## src/rtl/nettlp_pkg.sv

```systemverilog
// Shared types for the NetTLP TX path: grant states, source ids and TUSER width.
// Imported by the TX arbiter and its output skid buffer.
package nettlp_pkg;

    localparam int TUSER_WIDTH = 4;

    typedef enum logic [1:0] {
        IDLE,
        GRANT_APP,
        GRANT_INJ
    } grant_state_t;

    typedef enum logic {
        SRC_APP,
        SRC_INJ
    } src_t;

endpackage

```

## src/rtl/axis_skid_buf.sv

```systemverilog
// Two-entry AXI4-Stream skid buffer with registered outputs and registered in_ready.
// Ports: clk/rst, in_* slave stream (in_ready out), out_* master stream (out_ready in).
module axis_skid_buf
    import nettlp_pkg::*;
#(
    parameter int DATA_WIDTH = 64,
    parameter int KEEP_WIDTH = DATA_WIDTH / 8
) (
    input  logic                   clk,
    input  logic                   rst,
    input  logic                   in_valid,
    output logic                   in_ready,
    input  logic                   in_last,
    input  logic [KEEP_WIDTH-1:0]  in_keep,
    input  logic [DATA_WIDTH-1:0]  in_data,
    input  logic [TUSER_WIDTH-1:0] in_user,
    output logic                   out_valid,
    input  logic                   out_ready,
    output logic                   out_last,
    output logic [KEEP_WIDTH-1:0]  out_keep,
    output logic [DATA_WIDTH-1:0]  out_data,
    output logic [TUSER_WIDTH-1:0] out_user
);

    localparam int PW = DATA_WIDTH + KEEP_WIDTH + 1 + TUSER_WIDTH;

    logic [PW-1:0] head_q;
    logic [PW-1:0] spare_q;
    logic [PW-1:0] in_pld;
    logic [1:0]    cnt_q;
    logic [1:0]    cnt_d;
    logic          push;
    logic          pop;

    assign in_pld    = {in_last, in_keep, in_data, in_user};
    assign out_valid = (cnt_q != 2'd0);
    assign push      = in_valid && in_ready;
    assign pop       = out_valid && out_ready;
    assign {out_last, out_keep, out_data, out_user} = head_q;

    always_comb begin
        cnt_d = cnt_q + {1'b0, push} - {1'b0, pop};
    end

    // head_q always holds the oldest beat; spare_q only fills while
    // the head is stalled, so a full buffer drops in_ready a cycle later.
    always_ff @(posedge clk) begin
        if (rst) begin
            cnt_q    <= 2'd0;
            in_ready <= 1'b1;
            head_q   <= '0;
            spare_q  <= '0;
        end else begin
            cnt_q    <= cnt_d;
            in_ready <= (cnt_d != 2'd2);
            if ((cnt_q == 2'd0 && push) ||
                (cnt_q == 2'd1 && push && pop)) begin
                head_q <= in_pld;
            end else if (cnt_q == 2'd2 && pop) begin
                head_q <= spare_q;
            end
            if (cnt_q == 2'd1 && push && !pop) begin
                spare_q <= in_pld;
            end
        end
    end

endmodule

```

## src/rtl/pcie_tx_arbiter.sv

```systemverilog
// Packet-atomic round-robin arbiter between the local PIO engine and injected TLPs.
// Ports: app_* and inj_* TX streams in, pcie_tx1_* stream to the core, per-source packet counters.
module pcie_tx_arbiter
    import nettlp_pkg::*;
#(
    parameter int C_DATA_WIDTH = 64,
    parameter int KEEP_WIDTH   = C_DATA_WIDTH / 8
) (
    input  logic                    pcie_clk,
    input  logic                    pcie_rst,
    input  logic                    app_tx_req,
    output logic                    app_tx_ack,
    output logic                    app_tx_tready,
    input  logic                    app_tx_tvalid,
    input  logic                    app_tx_tlast,
    input  logic [KEEP_WIDTH-1:0]   app_tx_tkeep,
    input  logic [C_DATA_WIDTH-1:0] app_tx_tdata,
    input  logic [TUSER_WIDTH-1:0]  app_tx_tuser,
    output logic                    inj_tx_tready,
    input  logic                    inj_tx_tvalid,
    input  logic                    inj_tx_tlast,
    input  logic [KEEP_WIDTH-1:0]   inj_tx_tkeep,
    input  logic [C_DATA_WIDTH-1:0] inj_tx_tdata,
    input  logic [TUSER_WIDTH-1:0]  inj_tx_tuser,
    input  logic                    pcie_tx1_tready,
    output logic                    pcie_tx1_tvalid,
    output logic                    pcie_tx1_tlast,
    output logic [KEEP_WIDTH-1:0]   pcie_tx1_tkeep,
    output logic [C_DATA_WIDTH-1:0] pcie_tx1_tdata,
    output logic [TUSER_WIDTH-1:0]  pcie_tx1_tuser,
    output logic [31:0]             cnt_app_pkts,
    output logic [31:0]             cnt_inj_pkts
);

    grant_state_t state_q;
    grant_state_t state_d;
    src_t         last_win_q;
    src_t         last_win_d;

    logic                    skid_in_ready;
    logic                    skid_in_valid;
    logic                    skid_in_last;
    logic [KEEP_WIDTH-1:0]   skid_in_keep;
    logic [C_DATA_WIDTH-1:0] skid_in_data;
    logic [TUSER_WIDTH-1:0]  skid_in_user;
    logic                    app_eop;
    logic                    inj_eop;

    assign app_tx_ack    = (state_q == GRANT_APP);
    assign app_tx_tready = (state_q == GRANT_APP) && skid_in_ready;
    assign inj_tx_tready = (state_q == GRANT_INJ) && skid_in_ready;

    assign app_eop = app_tx_tready && app_tx_tvalid && app_tx_tlast;
    assign inj_eop = inj_tx_tready && inj_tx_tvalid && inj_tx_tlast;

    always_ff @(posedge pcie_clk) begin
        if (pcie_rst) begin
            state_q    <= IDLE;
            last_win_q <= SRC_INJ;
        end else begin
            state_q    <= state_d;
            last_win_q <= last_win_d;
        end
    end

    // Every grant updates last_win, so a tie goes to whichever
    // source was not served most recently.
    always_comb begin
        state_d    = state_q;
        last_win_d = last_win_q;
        unique case (state_q)
            IDLE: begin
                if (app_tx_req && inj_tx_tvalid) begin
                    if (last_win_q == SRC_INJ) begin
                        state_d    = GRANT_APP;
                        last_win_d = SRC_APP;
                    end else begin
                        state_d    = GRANT_INJ;
                        last_win_d = SRC_INJ;
                    end
                end else if (app_tx_req) begin
                    state_d    = GRANT_APP;
                    last_win_d = SRC_APP;
                end else if (inj_tx_tvalid) begin
                    state_d    = GRANT_INJ;
                    last_win_d = SRC_INJ;
                end
            end
            GRANT_APP: begin
                if (app_eop) begin
                    state_d = IDLE;
                end
            end
            GRANT_INJ: begin
                if (inj_eop) begin
                    state_d = IDLE;
                end
            end
            default: begin
                state_d = IDLE;
            end
        endcase
    end

    always_comb begin
        skid_in_valid = 1'b0;
        skid_in_last  = 1'b0;
        skid_in_keep  = '0;
        skid_in_data  = '0;
        skid_in_user  = '0;
        unique case (state_q)
            GRANT_APP: begin
                skid_in_valid = app_tx_tvalid;
                skid_in_last  = app_tx_tlast;
                skid_in_keep  = app_tx_tkeep;
                skid_in_data  = app_tx_tdata;
                skid_in_user  = app_tx_tuser;
            end
            GRANT_INJ: begin
                skid_in_valid = inj_tx_tvalid;
                skid_in_last  = inj_tx_tlast;
                skid_in_keep  = inj_tx_tkeep;
                skid_in_data  = inj_tx_tdata;
                skid_in_user  = inj_tx_tuser;
            end
            default: begin
                skid_in_valid = 1'b0;
            end
        endcase
    end

    always_ff @(posedge pcie_clk) begin
        if (pcie_rst) begin
            cnt_app_pkts <= 32'd0;
            cnt_inj_pkts <= 32'd0;
        end else begin
            if (app_eop) begin
                cnt_app_pkts <= cnt_app_pkts + 32'd1;
            end
            if (inj_eop) begin
                cnt_inj_pkts <= cnt_inj_pkts + 32'd1;
            end
        end
    end

    axis_skid_buf #(
        .DATA_WIDTH (C_DATA_WIDTH),
        .KEEP_WIDTH (KEEP_WIDTH)
    ) u_skid (
        .clk       (pcie_clk),
        .rst       (pcie_rst),
        .in_valid  (skid_in_valid),
        .in_ready  (skid_in_ready),
        .in_last   (skid_in_last),
        .in_keep   (skid_in_keep),
        .in_data   (skid_in_data),
        .in_user   (skid_in_user),
        .out_valid (pcie_tx1_tvalid),
        .out_ready (pcie_tx1_tready),
        .out_last  (pcie_tx1_tlast),
        .out_keep  (pcie_tx1_tkeep),
        .out_data  (pcie_tx1_tdata),
        .out_user  (pcie_tx1_tuser)
    );

endmodule

```

## config.mk

```make
export PLATFORM = sky130hd
export DESIGN_NAME = pcie_tx_arbiter
export DESIGN_NICKNAME = d
export VERILOG_FILES = /design/src/rtl/nettlp_pkg.sv /design/src/rtl/axis_skid_buf.sv /design/src/rtl/pcie_tx_arbiter.sv
export SDC_FILE = /design/constraint.sdc
export NUM_CORES = 1
export LEC_CHECK = 0
export ABC_AREA = 1
export ABC_CLOCK_PERIOD_IN_PS = 2700
export CORE_MARGIN = 3
export CORE_UTILIZATION = 30
export CTS_CLUSTER_DIAMETER = 200
export DETAILED_ROUTE_END_ITERATION = 10
export PLACE_DENSITY = 0.55
export SLEW_MARGIN = 20
export SYNTH_ARGS = -nofsm -noshare
export SYNTH_HDL_FRONTEND = slang
export SYNTH_HIERARCHICAL = 1
export SYNTH_SLANG_ARGS = --single-unit
```

## constraint.sdc

```tcl
create_clock -name pcie_clk -period 2.7 [get_ports pcie_clk]
set_clock_uncertainty 0.2 [all_clocks]
set_input_delay 0.405 -clock pcie_clk [delete_from_list [all_inputs] [get_ports pcie_clk]]
set_output_delay 0.405 -clock pcie_clk [all_outputs]
set_load 0.005 [all_outputs]
```

## Word-level counts from Yosys, hierarchy flattened

Cells that the tools add are included.

| storage, ports and cells | value |
|---|---|
| bits in registers | 224 |
| output and inout port bits | 145 |

| operators by class | value |
|---|---|
| mux-type cells | 18 |
| add/subtract/negate cells | 4 |
| equality and inequality tests | 8 |
| reduce and logical (&&, ||, !) cells | 23 |

Operators with widths:

| operator | number |
|---|---|
| 77-bit 2-to-1 mux | 2 |
| 64-bit case mux with 2 select lines | 1 |
| 32-bit by 1-bit adder with 32-bit output (second input constant) | 2 |
| 8-bit case mux with 2 select lines | 1 |
| 1-bit logical AND | 14 |
| 2-bit 2-to-1 mux | 6 |
| 4-bit case mux with 2 select lines | 1 |
| 2-bit case mux with 3 select lines | 1 |
| 2-bit by 1-bit == test with 1-bit output (second input constant) | 2 |
| 2-bit == test (second input constant) | 2 |
| 2-bit zero test | 2 |
| 1-bit 2-to-1 mux | 4 |
| 2-bit != test (second input constant) | 2 |
| 4-bit != test (second input constant) | 1 |
| 1-bit case mux with 2 select lines | 2 |
| 2-bit nonzero test | 2 |
| 3-bit AND reduction | 1 |
| 3-bit nonzero test | 1 |
| 2-bit by 1-bit adder with 2-bit output | 1 |
| 2-bit by 1-bit != test with 1-bit output (second input constant) | 1 |
| 2-bit AND reduction | 1 |
| 2-bit by 1-bit subtractor with 2-bit output | 1 |
| 1-bit zero test | 1 |
| 1-bit logical OR | 1 |

## Depth between registers and ports, before layout

Gate-level depths: netlist of run 1.

| logic depth | value |
|---|---|
| depth after elaboration | 7 |
| gate-level depth with buffers | 15 |
| gate-level depth less buffers | 12 |

## Hierarchy

The synthesis of run 1 kept the hierarchy.

By module, submodules not included:

| module | seq. area each (um2) | cells each | area an instance (um2) | instances |
|---|---|---|---|---|
| axis_skid_buf | 3143.0 | 790 | 6017.0 | 1 |
| pcie_tx_arbiter | 1341.3 | 856 | 4825.9 | 1 |

## Least setup slack after synthesis of run 1

OpenSTA, ideal clock, no wires.

| path | value |
|---|---|
| path type | register to register |
| start point | register state_q[1] |
| end point | register u_skid.spare_q[47] |
| setup time | 116 ps |
| data required time | 2384 ps |
| stages on the path, launching flop included | 15 |
| path buffers | 5 |
| arrival | 2295 ps |
| slack | 90 ps |
| cells stage by stage | dfxtp_1 -> inv_1 -> ha_1 -> buf_4 -> buf_2 -> buf_1 -> nand2_1 -> a21oi_1 -> nand2_2 -> nor3_4 -> inv_2 -> buf_2 -> buf_4 -> nor2_1 -> nor2_1 |

| between the ends | value |
|---|---|
| longest elaborated chain between the ends | 5 |
| elaborated cells between the ends (all ways) | 7 |
| classes of those cells | eq/ne (2); mux (2); reduce/logical (3) |

RTL lines:

| what | RTL line | text |
|---|---|---|
| start: declaration | pcie_tx_arbiter.sv:35 | `grant_state_t state_q;` |
| start signal: assignment | pcie_tx_arbiter.sv:61 | `state_q <= state_d;` |
| 2-bit by 1-bit == test with 1-bit output | n/a |  |
| named net app_tx_ack | pcie_tx_arbiter.sv:12 | `output logic app_tx_ack,` |
| 1-bit case mux with 2 select lines | pcie_tx_arbiter.sv:111 | `unique case (state_q)` |
| named net skid_in_valid | pcie_tx_arbiter.sv:41 | `logic skid_in_valid;` |
| 1-bit logical AND | axis_skid_buf.sv:37 | `assign push = in_valid && in_ready;` |
| 1-bit logical AND (2 in series) | axis_skid_buf.sv:62 | `if (cnt_q == 2'd1 && push && !pop) begin` |
| end signal: assignment | axis_skid_buf.sv:63 | `spare_q <= in_pld;` |
| end: declaration | axis_skid_buf.sv:28 | `logic [PW-1:0] spare_q;` |

The timed path passes the listed nets, and every way through them passes these cells.
A chain may end at the register's enable or synchronous reset.

## Final worst setup path of run 1

| path | value |
|---|---|
| start point | register state_q[1] |
| end point | output app_tx_tready |

| between the ends | value |
|---|---|
| longest elaborated chain between the ends | 2 |

RTL lines:

| what | RTL line | text |
|---|---|---|
| 2-bit by 1-bit == test with 1-bit output | pcie_tx_arbiter.sv:50 | `assign app_tx_tready = (state_q == GRANT_APP) && skid_in_ready;` |
| 1-bit logical AND | pcie_tx_arbiter.sv:50 |  |
| end: declaration | pcie_tx_arbiter.sv:13 | `output logic app_tx_tready,` |

Every way passes these cells.

==> results of run 1 <==
==> area by class of cell <==
class | instances | area [um^2] | share of cell area, %
clock buffers | 40 | 805 | 5.31
well taps | 455 | 569 | 3.76
inverters | 102 | 384 | 2.53
multi-input cells | 1220 | 5540 | 36.6
flip-flops and latches | 224 | 4480 | 29.6
clock inverters | 3 | 22.5 | 0.149
repair buffers | 330 | 3350 | 22.1
==> metal layers <==
layer  vias to the layer above  GRT usage (%)  routed length (um)
met5                         -              0                  46
met4                         6           4.89                 956
met3                        54           5.46                2910
met2                       308           31.2               17100
met1                      5239           22.9               15900
li1                       5861              -                   -
==> power groups by stage <==
| stage | combinational [W] | sequential, W | clock (W) |
|---|---|---|---|
| finish | 0.00183 | 0.00358 | 0.00343 |
| global route | 0.00203 | 0.00360 | 0.00367 |
| CTS | 0.00186 | 0.00358 | 0.00354 |
| detailed placement | 0.00185 | 0.00365 | 0 |
| global placement | 0.00185 | 0.00365 | 0 |
| floorplan | 0.000943 | 0.00364 | 0 |
==> state kept, by name (all words and copies together) (netlist names) <==
| name | flops |
|---|---|
| u_skid/cnt_q | 2 |
| cnt_app_pkts | 32 |
| u_skid/in_ready | 1 |
| u_skid/head_q | 77 |
| u_skid/spare_q | 77 |
| last_win_q | 1 |
| cnt_inj_pkts | 32 |
| state_q | 2 |
==> cells by family after synthesis <==
| group | count (synthesis) | share of synthesized area, % |
|---|---|---|
| AO/OA/AOI/OAI | 365 | 17.9 |
| AND/OR/NAND/NOR | 840 | 31.4 |
| buffers and inverters | 202 | 7.87 |
| flip-flops | 224 | 41.4 |
| adder cells (fa/ha/maj) | 6 | 0.692 |
| XOR/XNOR | 9 | 0.727 |
==> cell usage in the layout (no fill, tap or decap), types with 3 or more instances in the layout <==
cell type / instances
o21bai_1: 5
ha_1: 4
clkbuf_8: 8
inv_2: 5
nand3_2: 3
a21oi_1: 105
buf_4: 17
dfxtp_1: 224
nor3_1: 9
xnor2_1: 5
clkbuf_16: 27
nand3_1: 58
clkdlybuf4s50_1: 303
inv_1: 96
a31oi_1: 78
clkbuf_1: 5
nor2_4: 5
nand2_1: 460
nand4_1: 15
xor2_1: 4
nor2_2: 10
buf_12: 9
o21ai_1: 6
o21ai_0: 169
nor2_1: 267
nand2_2: 5
==> worst min path at each step <==
stage                        end  slack, ns  cells after the start
2_1_floorplan         last_win_q       0.24                      2
3_3_place_gp          last_win_q       0.26                      2
3_5_place_dp   u_skid/head_q[57]       0.26                      2
4_1_cts        u_skid/head_q[31]       0.27                      2
5_1_grt        u_skid/head_q[71]       0.29                      2
6_report       u_skid/head_q[31]       0.27                      2
==> metrics by stage <==
step	cell area [um^2]	worst slack, ns	cells
floorplan	10800	0.0896	1646
global placement	14300	0.180	2330
detailed placement	14300	0.0825	2330
CTS	15100	0.0313	2372
global route	15200	0.0662	2374
finish	15200	0.222	2374
==> timing repair <==
item | in CTS | in global routing
resized for setup | 1 | 0
hold buffers | 0 | 0
endpoints found under the setup margin | 2 | 7
pin swaps | 0 | 0
setup buffers | 0 | 2
==> critical path, delay by kind of cell, from the launching register on <==
kind	cells	cell delay [ns]
AND/OR/NAND/NOR	1	0.06
adder cells (fa/ha/maj)	1	0.22
buffers and inverters	3	0.70
flip-flops	1	0.35
==> run_results.csv, run 1 <==
group,metric,value,unit
worst_setup_path,cp.arrival,1.87,ns
pwr,share_comb_of_total_power,20.7,%
routing,drt_first_pass_iters,4,
worst_setup_path,worst_path_max_delay_cell,"clkdlybuf4s50_1",
yosys,avgSynthCellArea,6.59,um^2
worst_setup_path,end_kind,"primary output",
worst_setup_path,cp_slowest_stage_delay,0.53,ns
floorplanning,die_w,196,um
finish,utilization,43.2,%
yosys,synth_most_common_cell,"nand2_1",
sta,worst_pin_slew,0.833,ns
worst_setup_path,reg2regPathDepth,7,
worst_setup_path,rr_endpoint,"u_skid/head_q[33]",
clock_tree,cts_max_path_buffers,3,
global_route,grt_max_degree,97,
floorplanning,ios,305,
sta,holdWs,0.265,ns
yosys,yosys-top-cells-count,"nand2_1 (460), nor2_1 (267), dfxtp_1 (224), o21ai_0 (169), a21oi_1 (105)",
global_route,antenna_found_initial,3,
floorplanning,dieArea,38500,um^2
yosys,seq_area_frac_synth,41.4,%
sta,drv_slew,0,
yosys,synth_top_area_share,41.4,%
pwr,power_frac_seq,40.5,%
routing,avgRoutedWirePerCell,15.5,um
floorplanning,core,35100,um^2
finish,antenna_cells,0,
finish,fill_cells,3705,
clock_tree,cts_made_buffers,27,
worst_setup_path,required,2.10,ns
sta,rsz0062_at_grt,"false",
placement,dp_hpwl,26.0,mm
sta,finalCritPeriodShare,91.8,%
yosys,yosysWarningCount,6,
pwr,ir_worst_vdd,0.390,mV
floorplanning,die_h,196,um
floorplanning,rows,68,
yosys,syn_area,10800,um^2
worst_setup_path,critPathKind,"flip-flop to primary output",
pwr,clockPowerShare,38.8,%
pwr,p_per_area,584,nW/um^2
finish,syn_to_final_growth,39.8,%
finish,drive_above_1_share,5.16,%
global_route,gr-total-overflow,0,
worst_setup_path,path_cells,"inv_1, ha_4, nand2_1, inv_1, clkdlybuf4s50_1",
clock_tree,cts_tree,"built",
clock_tree,path_clk_slew,0.06,ns
pwr,total_power,0.00885,W
clock_tree,worst_skew_pair.late_latency,0.53,ns
worst_setup_path,crit_top_cell,"inv_1",
sta,min_period,2.48,ns
routing,antenna_left,0,
yosys,ys_ff_latch,224,
global_route,track_usage,18.4,%
global_route,grt_first_pass_wirelength,58.4,mm
routing,routed_wl,36.9,mm
worst_setup_path,start_kind,"flip-flop",
worst_setup_path,worstPathMaxFanout,6,
pwr,switching_share,29.1,%
yosys,synth_area_leader_cell,"dfxtp_1",
hold_path,min_path_type,"flip-flop to flip-flop",
clock_tree,cts.sinks,224,
worst_setup_path,reg2reg_slack,0.25,ns
sta,hold_viol,0,
placement,portBuffers,304,
yosys,synth_flop_cell,"dfxtp_1",
finish,final_nets,2071,
hold_path,hp-start,"u_skid/spare_q[31]",
worst_setup_path,cp-startpoint,"state_q[1]",
sta,fmax,404,MHz
yosys,netlist_top_cells_area,"dfxtp_1 (41%), nand2_1 (16%), nor2_1 (9.2%)",
sta,fin_tns_setup,0,ns
yosys,syn_nets,1812,
status,status,"complete, no violations",
routing,vias,11500,
yosys,ys_types,33,
global_route,grt_pass1_vias,11000,
pwr,switchingPower,0.00258,W
routing,drcViolationCount,0,
routing,drt-initial-drc-count,662,
yosys,syn_inst,1646,
pwr,power.internal,0.00627,W
clock_tree,cts-root-buf,"clkbuf_16",
yosys,async_reset_ff_share,0,%
pwr,leakagePower,5.63,nW
routing,via_per_inst,4.83,
yosys,synth_edf_count,0,
worst_setup_path,endpoint,"app_tx_tready",
clock_tree,htreeDepth,1,
floorplanning,start_util,30.9,%
placement,gp_congestion,0.873,
job,maxCapViolations,0,
sta,slew_headroom,44.4,%
worst_setup_path,r2r-start,"state_q[0]",
sta,setup-violations-final,0,
(Power assumes the default switching activity.)
==> inputs of run 2 (changes only) <==
- ABC_CLOCK_PERIOD_IN_PS: 2700 -> 2800
- PLACE_DENSITY: 0.55 -> 0.53
- SKIP_LAST_GASP: unset -> 1
- clock period: 2.7 -> 2.8 ns (I/O delays scaled with it)
==> run_results.csv, run 2 (same netlist as run 1, synthesis figures left out) <==
group,metric,value,unit
finish,fill_cells,3634,
worst_setup_path,worstPathMaxFanout,20,
global_route,grt_pass1_vias,10700,
worst_setup_path,cp-startpoint,"state_q[0]",
sta,fmax,370,MHz
placement,portBuffers,304,
worst_setup_path,worst_path_max_delay_cell,"clkdlybuf4s50_1",
pwr,total_power,0.00904,W
sta,setup-violations-final,0,
floorplanning,ios,305,
hold_path,min_path_type,"flip-flop to flip-flop",
pwr,clockPowerShare,41.3,%
pwr,share_comb_of_total_power,20.5,%
routing,drt-initial-drc-count,816,
clock_tree,htreeDepth,1,
floorplanning,dieArea,38500,um^2
floorplanning,rows,68,
worst_setup_path,required,2.18,ns
worst_setup_path,path_cells,"inv_1, ha_4, buf_16, nand2_1, inv_1, clkdlybuf4s50_1",
finish,syn_to_final_growth,41.8,%
global_route,gr-total-overflow,0,
pwr,power.internal,0.00645,W
sta,finalCritPeriodShare,96.5,%
sta,rsz0062_at_grt,"true",
clock_tree,cts_tree,"built",
global_route,grt_max_degree,101,
status,status,"complete, no violations",
sta,min_period,2.70,ns
finish,reg_top3,"u_skid/head_q: 77 flops, u_skid/spare_q: 77 flops",
routing,drcViolationCount,0,
finish,layout_common_cells,"nand2_1 (460), clkdlybuf4s50_1 (304), nor2_1 (267), dfxtp_1 (224), o21ai_0 (169)",
global_route,grt_first_pass_wirelength,59.5,mm
job,maxCapViolations,0,
finish,final_common_cell,"nand2_1",
sta,slew_headroom,43.8,%
floorplanning,die_h,196,um
floorplanning,core,35100,um^2
finish,final_nets,2074,
worst_setup_path,r2r-start,"state_q[0]",
worst_setup_path,critPathKind,"flip-flop to primary output",
finish,drive_above_1_share,5.60,%
floorplanning,die_w,196,um
pwr,ir_worst_vdd,0.434,mV
global_route,track_usage,18.9,%
worst_setup_path,start_kind,"flip-flop",
clock_tree,cts_made_buffers,28,
sta,worst_pin_slew,0.843,ns
clock_tree,worst_skew_pair.late_latency,0.54,ns
pwr,p_per_area,588,nW/um^2
clock_tree,path_clk_slew,0.06,ns
pwr,leakagePower,5.73,nW
clock_tree,cts-root-buf,"clkbuf_16",
clock_tree,cts.sinks,224,
placement,gp_congestion,0.860,
hold_path,hp-start,"u_skid/spare_q[38]",
routing,drt_first_pass_iters,5,
floorplanning,start_util,30.9,%
pwr,switching_share,28.6,%
worst_setup_path,cp_slowest_stage_delay,0.49,ns
global_route,antenna_found_initial,4,
sta,hold_viol,0,
worst_setup_path,end_kind,"primary output",
pwr,power_frac_seq,38.2,%
pwr,switchingPower,0.00259,W
routing,antenna_left,0,
placement,dp_hpwl,26.2,mm
sta,drv_slew,0,
routing,routed_wl,38.4,mm
finish,antenna_cells,0,
finish,utilization,43.9,%
worst_setup_path,cp.arrival,2.08,ns
sta,holdWs,0.267,ns
routing,via_per_inst,4.82,
worst_setup_path,crit_top_cell,"inv_1",
routing,vias,11500,
clock_tree,cts_max_path_buffers,3,
routing,avgRoutedWirePerCell,16.1,um
==> run 2: cell types whose count changed in the layout (fill, tap and decap cells not counted), sizes merged <==
cell           delta
dlygate4sd2       -1
bufbuf            +1
bufinv            +3
clkdlybuf4s50     +1
clkinv            +4
clkinvlp          +1
inv               -2
clkbuf            +3
==> run 2: worst max-delay path: cells and delay by family, from the launching register on <==
| family | cells | cell delay (ns) |
|---|---|---|
| DFF | 1 | 0.35 |
| buffers and inverters | 4 | 0.87 |
| adders and majority gates | 1 | 0.23 |
| and+or+nand+nor | 1 | 0.07 |
==> run 2: per-stage QoR <==
stage / TNS [ns] / std cells / setup slack [ns] / area, um^2
after floorplan: 0 / 1646 / 0.190 / 10800
after global placement: 0 / 2331 / 0.302 / 14300
after detailed placement: 0 / 2331 / 0.255 / 14300
after CTS: 0 / 2383 / 0.0105 / 15300
final: 0 / 2384 / 0.0990 / 15400
after global routing: -0.00811 / 2384 / -0.00811 / 15400
==> run 2: per-layer routing <==
layer	part of all wire, %	track usage [%]
met1	44	24.8
met5	0.14	0
met4	2.2	4.59
met2	46	31.3
met3	7.3	4.91
==> run 2: worst paths after layout <==
check / end / slack [ns] / depth (start not counted)
hold / removal: u_skid/head_q[38] / 0.27 / 2
hold reg to reg: u_skid/head_q[38] / 0.27 / 2
setup reg to reg: u_skid/head_q[30] / 0.31 / 7
setup / recovery: inj_tx_tready / 0.1 / 6
==> run 2: what timing repair did <==
item | in CTS | in global routing
resized for setup | 3 | 2
buffers inserted | 0 | 0
pin swaps | 0 | 0
cloned | 1 | 1
setup endpoints to repair | 2 | 3
hold buffers | 0 | 0
==> run 2: cell type report <==
cell class	count	area [um^2]	area share (%)
multi-input cells	1220	5540	36.0
clock inverters	9	134	0.870
inverters	102	384	2.50
repair buffers	332	3430	22.3
flip-flops and latches	224	4480	29.2
clock buffers	42	833	5.42
well taps	455	569	3.70
==> run 2: power by group through the flow <==
| stage | Clock (W) | Combinational (W) | Sequential, W |
|---|---|---|---|
| after global routing | 0.00395 | 0.00205 | 0.00348 |
| after global placement | 0 | 0.00180 | 0.00352 |
| after floorplan | 0 | 0.000909 | 0.00351 |
| after CTS | 0.00383 | 0.00185 | 0.00346 |
| after detailed placement | 0 | 0.00179 | 0.00352 |
| final | 0.00373 | 0.00185 | 0.00346 |
==> inputs of run 3 (changes only) <==
- CAP_MARGIN: unset -> 10
- SETUP_SLACK_MARGIN: unset -> 0.1
==> run_results.csv, run 3 (same netlist as run 1, synthesis figures left out) <==
group,metric,value,unit
status,status,"complete, no violations",
global_route,grt_max_degree,101,
floorplanning,start_util,30.9,%
pwr,total_power,0.00909,W
worst_setup_path,cp_slowest_stage_delay,0.49,ns
finish,design_area,15400,um^2
sta,rsz0062_at_grt,"true",
floorplanning,dieArea,38500,um^2
clock_tree,htreeDepth,1,
worst_setup_path,required,2.18,ns
floorplanning,die_w,196,um
sta,fin_ws,0.174,ns
finish,final_nets,2077,
sta,hold_viol,0,
worst_setup_path,path_cells,"inv_1, ha_4, buf_16, nand2_1, inv_1, clkdlybuf4s50_1",
finish,final_common_cell,"nand2_1",
routing,antenna_left,0,
finish,drive_above_1_share,5.80,%
finish,reg_top3,"u_skid/head_q: 77 flops, u_skid/spare_q: 77 flops",
placement,place_ws,0.255,ns
pwr,power_frac_seq,38.0,%
clock_tree,cts.sinks,224,
hold_path,min_path_type,"flip-flop to flip-flop",
sta,fin_tns_setup,0,ns
sta,drv_slew,0,
routing,drcViolationCount,0,
clock_tree,cts_max_path_buffers,3,
pwr,clockPowerShare,41.0,%
worst_setup_path,critPathKind,"flip-flop to primary output",
global_route,track_usage,19.4,%
finish,antenna_cells,0,
sta,min_period,2.63,ns
floorplanning,rows,68,
finish,fill_cells,3629,
sta,setup-violations-final,0,
finish,syn_to_final_growth,42.4,%
finish,layout_common_cells,"nand2_1 (460), clkdlybuf4s50_1 (304), nor2_1 (267), dfxtp_1 (224), o21ai_0 (169)",
pwr,leakagePower,5.76,nW
clock_tree,worst_skew_pair.late_latency,0.54,ns
clock_tree,cts_made_buffers,28,
floorplanning,die_h,196,um
floorplanning,core,35100,um^2
sta,worst_pin_slew,0.856,ns
finish,regArea,4480,um^2
pwr,switching_share,28.6,%
global_route,grt_first_pass_wirelength,60.4,mm
pwr,share_comb_of_total_power,21.0,%
global_route,gr-total-overflow,0,
routing,avgRoutedWirePerCell,16.3,um
worst_setup_path,worstPathMaxFanout,20,
routing,vias,11600,
floorplanning,ios,305,
worst_setup_path,cp.arrival,2.01,ns
worst_setup_path,end_kind,"primary output",
worst_setup_path,worst_path_max_delay_cell,"clkdlybuf4s50_1",
clock_tree,path_clk_slew,0.06,ns
sta,finalCritPeriodShare,93.8,%
clock_tree,cts-root-buf,"clkbuf_16",
placement,portBuffers,304,
routing,drt_first_pass_iters,5,
placement,dp_hpwl,26.2,mm
sta,fmax,381,MHz
routing,drt-initial-drc-count,760,
worst_setup_path,start_kind,"flip-flop",
pwr,ir_worst_vdd,0.436,mV
placement,gp_congestion,0.860,
global_route,grt_pass1_vias,10800,
global_route,antenna_found_initial,4,
finish,multi_input_area,5540,um^2
pwr,p_per_area,589,nW/um^2
routing,via_per_inst,4.85,
sta,slew_headroom,43.0,%
routing,routed_wl,39.0,mm
pwr,power.internal,0.00649,W
worst_setup_path,crit_top_cell,"inv_1",
pwr,switchingPower,0.00260,W
clock_tree,cts_tree,"built",
finish,instances_no_fill,2387,
job,maxCapViolations,0,
placement,dp.cells,2331,
clock_tree,hold_buffers,0,
placement,placed_cell_area,14300,um^2
[run 3: changes by cell type in the layout (fill, tap and decap cells not counted), sizes merged]
cell,change
bufbuf,+2
buf,+2
clkbuf,-1
[run 3: per-layer routing]
metal	vias to the layer above	GRT usage, %	share of wire [%]
met5	-	0	0.14
met4	8	4.59	2.1
met3	59	4.83	7.7
met2	334	32.3	47
met1	5301	25.2	44
li1	5878	-	-
[run 3: path summary, 6_finish.rpt]
kind / start / endpoint / slack, ns / depth (start not counted)
max: state_q[0] / inj_tx_tready / 0.17 / 6
min: u_skid/spare_q[38] / u_skid/head_q[38] / 0.27 / 2
min reg2reg: u_skid/spare_q[38] / u_skid/head_q[38] / 0.27 / 2
max reg2reg: state_q[0] / u_skid/head_q[33] / 0.31 / 7
[run 3: critical path, delay by kind of cell (launching register included)]
kind / cells / cell delay (ns)
buffers and inverters: 4 / 0.85
AND/OR/NAND/NOR: 1 / 0.07
adder cells (fa/ha/maj): 1 / 0.17
flip-flops: 1 / 0.35
[run 3: area by class of cell]
class	count	area share, %
inverters	102	2.49
clock inverters	9	0.867
repair buffers	335	22.6
multi-input cells	1220	35.9
clock buffers	42	5.40
flip-flops and latches	224	29.0
well taps	455	3.69
[run 3: per-stage QoR]
stage	utilization (%)	hold slack, ns
after floorplan	-	0.237
after global placement	40.9	0.255
after detailed placement	40.9	0.266
after CTS	44.0	0.270
after global routing	44.1	0.289
final	44.1	0.271
[run 3: what timing repair did]
| item | in CTS | in global routing |
|---|---|---|
| hold endpoints to repair | 0 | 0 |
| cloned | 3 | 0 |
| buffers inserted | 2 | 0 |
| resized for setup | 6 | 2 |
| endpoints found under the setup margin | 3 | 2 |
[run 3: power by group through the flow]
stage | Sequential [W] | Clock, W | Combinational [W]
3_3_place_gp | 0.00352 | 0 | 0.00180
5_1_grt | 0.00348 | 0.00395 | 0.00211
6_report | 0.00346 | 0.00372 | 0.00191
4_1_cts | 0.00346 | 0.00383 | 0.00193
3_5_place_dp | 0.00352 | 0 | 0.00179
2_1_floorplan | 0.00351 | 0 | 0.000909
